===== src/rtl/if_fetch_unit.sv =====
// Instruction fetch stage: keeps one memory request in flight and holds the fetched word for IF/ID.
// A redirect during an outstanding request waits in DRAIN for the stale response before refetching.
module if_fetch_unit #(
   parameter logic [31:0] RESET_VECTOR = 32'h0000_0000,
   parameter logic [31:0] NOP_INST     = 32'h0000_0013
) (
   input  logic        clk,
   input  logic        rst_n,
   input  logic        hazDetect_IF_ID,
   input  logic        branchTaken,
   input  logic [31:0] branchTarget,
   output logic        imemReq,
   output logic [31:0] imemAddr,
   input  logic        imemValid,
   input  logic [31:0] imemRdata,
   output logic [31:0] pc_o,
   output logic [31:0] pcPlusFour_o,
   output logic [31:0] inst_o,
   output logic        instValid_o,
   output logic        IF_Flush
);

   typedef enum logic [1:0] {
      FETCH = 2'd0,
      HOLD  = 2'd1,
      DRAIN = 2'd2
   } state_t;

   state_t      state;
   logic [31:0] fetch_pc;
   logic [31:0] pending_pc;
   logic [31:0] pc_plus_four;

   assign pc_plus_four = fetch_pc + 32'd4;
   assign imemAddr     = fetch_pc;
   assign IF_Flush     = branchTaken;

   // While holding, the next request goes out only when the held word is being handed over
   always_comb begin
      imemReq = 1'b1;
      if (state == HOLD)
         imemReq = hazDetect_IF_ID && !branchTaken;
   end

   always_ff @(posedge clk or negedge rst_n) begin
      if (!rst_n) begin
         state        <= FETCH;
         fetch_pc     <= RESET_VECTOR;
         pending_pc   <= 32'd0;
         instValid_o  <= 1'b0;
         inst_o       <= NOP_INST;
         pc_o         <= 32'd0;
         pcPlusFour_o <= 32'd0;
      end else if (branchTaken) begin
         instValid_o  <= 1'b0;
         inst_o       <= NOP_INST;
         pc_o         <= 32'd0;
         pcPlusFour_o <= 32'd0;
         // No request is in flight in HOLD, so the target can be fetched right away
         if (state == HOLD || imemValid) begin
            fetch_pc <= branchTarget;
            state    <= FETCH;
         end else begin
            pending_pc <= branchTarget;
            state      <= DRAIN;
         end
      end else begin
         case (state)
            FETCH: begin
               if (imemValid) begin
                  inst_o       <= imemRdata;
                  pc_o         <= fetch_pc;
                  pcPlusFour_o <= pc_plus_four;
                  fetch_pc     <= pc_plus_four;
                  instValid_o  <= 1'b1;
                  state        <= HOLD;
               end
            end
            HOLD: begin
               if (hazDetect_IF_ID) begin
                  if (imemValid) begin
                     inst_o       <= imemRdata;
                     pc_o         <= fetch_pc;
                     pcPlusFour_o <= pc_plus_four;
                     fetch_pc     <= pc_plus_four;
                     instValid_o  <= 1'b1;
                  end else begin
                     instValid_o  <= 1'b0;
                     inst_o       <= NOP_INST;
                     pc_o         <= 32'd0;
                     pcPlusFour_o <= 32'd0;
                     state        <= FETCH;
                  end
               end
            end
            DRAIN: begin
               if (imemValid) begin
                  fetch_pc <= pending_pc;
                  state    <= FETCH;
               end
            end
            default: state <= FETCH;
         endcase
      end
   end

endmodule

===== config.mk =====
export PLATFORM = sky130hd
export DESIGN_NAME = if_fetch_unit
export DESIGN_NICKNAME = d
export VERILOG_FILES = /design/src/rtl/if_fetch_unit.sv
export SDC_FILE = /design/constraint.sdc
export NUM_CORES = 1
export LEC_CHECK = 0
export BUFFER_PORTS_ARGS = -buffer_cell sky130_fd_sc_hd__buf_2
export CAP_MARGIN = 30
export CORE_MARGIN = 1.5
export CORE_UTILIZATION = 49
export CTS_BUF_LIST = sky130_fd_sc_hd__clkbuf_8
export DETAILED_ROUTE_END_ITERATION = 7
export PLACE_DENSITY = 0.85
export SLEW_MARGIN = 0
export SYNTH_ARGS = -nofsm -noshare
export SYNTH_HDL_FRONTEND = slang
export SYNTH_SLANG_ARGS = --single-unit

===== constraint.sdc =====
create_clock -name clk -period 1.9 [get_ports clk]
set_input_delay 0.285 -clock clk [delete_from_list [all_inputs] [get_ports clk]]
set_output_delay 0.285 -clock clk [all_outputs]
set_load 0.03 [all_outputs]

; ---- Word level (Yosys, flattened, before mapping)
; Cells that the tools add are included.
; Widths: inputs -> output; s select.
[totals]
register_bits = 163
latchBits = 0
mem_bits_rw = 0
rom_bits = 0
inputBits = 69
output_inout_bits = 131
wordCells = 60
memories = 0
[classes]
addsub = 1
multipliers = 0
div = 0
order_cmp = 0
eq_ne = 7
shift = 0
muxes = 34
n_bitwise = 1
n_reduce_logical = 10
[op_table]
columns = op, count
row1 = $mux 32, 17
row2 = $pmux 32 s2, 3
row3 = $pmux 32 s3, 1
row4 = $add 32x3->32 const B, 1
row5 = $mux 2, 6
row6 = $ne 3x3->1 const B, 4
row7 = $reduce_and 4->1, 2
row8 = $pmux 2 s3, 1
row9 = $mux 1, 5
row10 = $reduce_bool 4->1, 1
row11 = $reduce_and 3->1, 1
row12 = $reduce_bool 3->1, 1
row13 = $eq 2x1->1 const B, 1
row14 = $eq 2x2->1 const B, 1
row15 = $logic_not 2->1, 1
row16 = $ne 2x1->1 const B, 1
row17 = $pmux 1 s2, 1
row18 = $reduce_and 2->1, 1
row19 = $logic_and 1x1->1, 1
row20 = $logic_not 1->1, 1
row21 = $logic_or 1x1->1, 1
row22 = $not 1->1, 1

; ---- Longest topological paths before layout
[logic_depth]
depth_word = 5
mapped_depth = 8
ltp_nobuf = 6

; ---- Least setup slack after synthesis
; No wires, ideal clock.
[synth_path]
path_kind = register -> register
from = register fetch_pc[2], in the netlist imemAddr[2]
to = register fetch_pc[18], in the netlist imemAddr[18]
arrival_ps = 1982
required_time_ps = 1773
slack_ps = -208
path_stages_with_launch = 7
period_less_slack_ps = 2108
cell_sequence = dfrtp_1 ha_1 nand3_1 nor4_4 nand3_1 o221ai_1 o2bb2a_1
[synth_via]
elab_chain_cells = 5
[synth_lines]
columns = item, line
row1 = "start, declared", 30  ; logic [31:0] fetch_pc;
row2 = "start signal, assigned", 61  ; fetch_pc <= branchTarget;
row3 = "start signal, assigned", 74  ; fetch_pc <= pc_plus_four;
row4 = "start signal, assigned", 85  ; fetch_pc <= pc_plus_four;
row5 = $add 32x3->32 (*), 34  ; assign pc_plus_four = fetch_pc + 32'd4;
row6 = $mux 32 (*), "70, 81"
row7 = $mux 32, 80  ; if (hazDetect_IF_ID) begin
row8 = $pmux 32 s3 (*), 68  ; case (state)
row9 = $mux 32 (*), 54  ; end else if (branchTaken) begin
; Mark *: on every way between the ends. The rest lies on a longest branch, timed or not. The select of a mux whose other input is x is not followed.
; A chain may end at the register's enable or synchronous reset.

; ---- Worst setup path in the final report
[layout_path]
from = register fetch_pc[3], in the netlist imemAddr[3]
to = register fetch_pc[27], in the netlist imemAddr[27]
; The elaborated chain is that of the path after synthesis.

==> impl_results.md <==
- Vias in the first global route: 6161
- Flop-to-flop setup slack: 0.03 ns
- Distinct cells, synth: 64
- Synth Net Count: 747
- R2R depth: 6
- Sequential share of the synthesized area: 54.5%
- Syn_area_per_cell: 10.9 sq um
- Yosys top cell area share: 53.5%
- Pwr Density: 1020 nW/um^2
- Most common cell in the netlist: dfrtp_1
- Hpwl dp: 15800 microns
- Min-delay src: imemRdata[25]
- Share of layout cells above drive strength 1: 41.4%
- Fin Hold WS: 0.0451 ns
- EDFF count, synth: 0
- Max-cap viol count: 0
- Place WS: 0.0428 ns
- Die area: 15800 sq um
- VDD IR max: 0.549 mV
- Storage cell area: 4060 sq um
- Setup ws final: 0.0338 ns
- CP Launch Point: imemAddr[3]
- Min-Delay Path Class: input port to flip-flop
- Layout area overhead: 28.3%
- First-pass GRT wire length: 34300 microns
- Critical path fanouts, max: 7
- Synth top cells by count: dfrtp_1 (158), nand2_1 (68), a22o_1 (62)
- Metal-1 WL: 9350 microns
- IO Port Bufs: 199
- Die W: 126 microns
- Site Rows: 44
- Clock skew: 0.0102 ns
- Total GRT Usage: 27.8%
- CTS tree: done
- GPL Wtd Cong: 0.909
- Biggest area consumer among synthesized cells: dfrtp_1
- Met3 WL: 1770 microns
- Fin. Hold Viols: 0
- DR DRC count: 11
- Footprint of the multi-input gates: 3180 sq um
- Total CTS buffers: 17
- Routed wire per std cell: 19.8 microns
- CP Capture Type: flip-flop
- Initial DRC count: 640
- Syn. warnings: 0
- Critical Path RT: 2.24 ns
- Initial antenna violation count: 0
- Critical path class: flip-flop to flip-flop
- CP top delay family: simple AND/OR/NAND/NOR gates
- Top_reg_cell synth: dfrtp_1
- Via density: 5.87
- I/O Pins: 200
- Number of fillers in the final layout: 1181
- Clock tree buffer depth: 2
- Worst path slowest cell: dfrtp_2
- Reg2reg end: imemAddr[27]
- Clock transition at path regs: 0.08 ns
- Async set-reset flop share out of synthesis: 100%
- Failing checks: design-rule violations
- DR WL met2: 10000 microns
- Clock sinks: 161
- #FFs+latches synth: 161
- Worst Tran Pin Value: 0.537 ns
- 1st-pass router iterations: 8
- Largest stage delay, worst path: 0.45 ns
- Antenna diodes: 0
- Setup tns final: 0 ns
- DR top layer: met4
- Initial core utilization: 50.5%
- Hold depth: 2
- Slew Viols, Final: 0
- CP Cell Sequence: nand3_4 -> or2_4 -> nor4_4 -> buf_4 -> a31oi_1 -> o22a_1
- Worst hold path endpoint: inst_o[25]
- Post-layout min period: 1.87 ns
- Vias: 6426
- Root Buffer: clkbuf_8
- Clk_lat worst skew: 0.45 ns
- Status: finished, violations left
- CP Launch Type: flip-flop
- Maximum number of pins on one net before global-route repair: 46
- Gate Count Post-Synth: 677
- Fmax: 536 MHz
- Die H: 126 microns
- Worst slew margin: 64.1%
- Largest cells by area after synthesis: dfrtp_1 (53%), a22o_1 (7.3%), mux2_2 (4.7%)
- Global route total overflow: 0
- Tcrit/Tclk final: 98.2%
- Final count of negative-setup-slack endpoints: 0
- RR Startpoint: imemAddr[3]
- Worst path buffer plus inverter count: 1
- Total core area: 14600 sq um
- Post-route ant nets: 0
- Post-Route WL: 21700 microns
- RSZ-0062 raised after global routing: yes
- Synth Cell Area: 7390 sq um
- Worst EP arrival: 2.20 ns
- H-tree levels: 4
- Final #Nets: 968
- Leak pwr: 0.00464 uW
[where the power goes]
group | internal [uW] | total, uW | leakage (uW) | switching [uW]
Clock | 1410 | 2590 | 0.000233 | 1180
Sequential | 3890 | 4300 | 0.00203 | 414
Combinational | 984 | 2740 | 0.00238 | 1760
Total | 6280 | 9630 | 0.00464 | 3350
[worst register-to-register path, stage by stage, from the launching register on]
cell and delay [ns]:
dfrtp_2 0.45, nand3_4 0.16, or2_4 0.31, nor4_4 0.37, buf_4 0.18, a31oi_1 0.08
o22a_1 0.21
[registers in the layout (all words and copies together), names as in the netlist]
signal and flops:
instValid_o 1, pending_pc 32, inst_o 32, pc_o 32
imemAddr 32, pcPlusFour_o 30, state 2
[timing repair]
action / CTS / global route
hold endpoints to repair: 28 / 0
setup endpoints to repair: 2 / 11
setup buffers: 0 / 5
pin swaps: 0 / 5
hold buffers: 1 / 0
gates resized for setup: 1 / 18
[per-stage QoR]
stage / instances / power [uW] / instance area [sq um] / utilization (%)
floorplan: 677 / 5980 / 7460 / -
global placement: 1057 / 6970 / 8950 / 61.1
detailed placement: 1057 / 7030 / 8950 / 61.1
CTS: 1090 / 9620 / 9380 / 64.1
global route: 1095 / 10100 / 9490 / 64.8
finish: 1095 / 9630 / 9490 / 64.8
[kinds of logic (layout without fill, tap and decap cells)]
kind of cell	Yosys count	count (layout)	synth area share (%)
fa+ha+maj	1	1	0.169
xor+xnor	27	27	3.20
flops	161	161	54.5
mux	36	36	5.40
buf+inv	67	301	4.06
compound gates	196	196	18.7
simple gates	189	189	13.9
[cell usage in the layout, fill, tap and decap left out, types with 4 or more instances in the layout]
master,n
buf_2,198
dfrtp_1,136
nand2_1,67
a22o_1,62
buf_4,53
o21ai_0,50
nor2_1,37
mux2_2,31
a21oi_1,26
dfrtp_2,22
clkbuf_8,21
xnor2_1,16
inv_1,14
nand3_1,14
xor2_1,10
o22ai_1,9
nand4_1,8
buf_12,8
nor3_1,7
a2bb2oi_1,7
or3_1,6
mux2i_1,5
o22a_1,5
nor4_1,5
a211oi_1,5
and3_1,4
nor4_4,4
nand3_2,4
[cell type report]
| cell class | instances | share of cell area [%] |
|---|---|---|
| clock buffer | 21 | 3.05 |
| tap | 184 | 2.43 |
| timing repair buffer | 261 | 16.6 |
| multi-input combinational | 449 | 33.6 |
| inverter | 8 | 0.317 |
| clock inverter | 11 | 1.29 |
| sequential | 161 | 42.8 |
[metal layers]
| layer | up-vias | GRT usage (%) |
|---|---|---|
| met4 | 0 | 9.06 |
| met3 | 41 | 7.60 |
| met5 | - | 0 |
| met1 | 3196 | 39.2 |
| li1 | 2900 | - |
| met2 | 289 | 42.1 |
[how the worst max path moves through the flow]
| stage | endpoint | slack (ns) | depth (start not counted) |
|---|---|---|---|
| 5_1_grt | imemAddr[27] | -0.03 | 6 |
| 3_5_place_dp | imemAddr[26] | 0.04 | 6 |
| 2_1_floorplan | pcPlusFour_o[29] | -0.03 | 6 |
| 4_1_cts | imemAddr[26] | 0.005 | 6 |
| 3_3_place_gp | imemAddr[26] | 0.09 | 6 |
| 6_report | imemAddr[27] | 0.03 | 6 |
No activity file was read; power rests on OpenSTA's default activity.
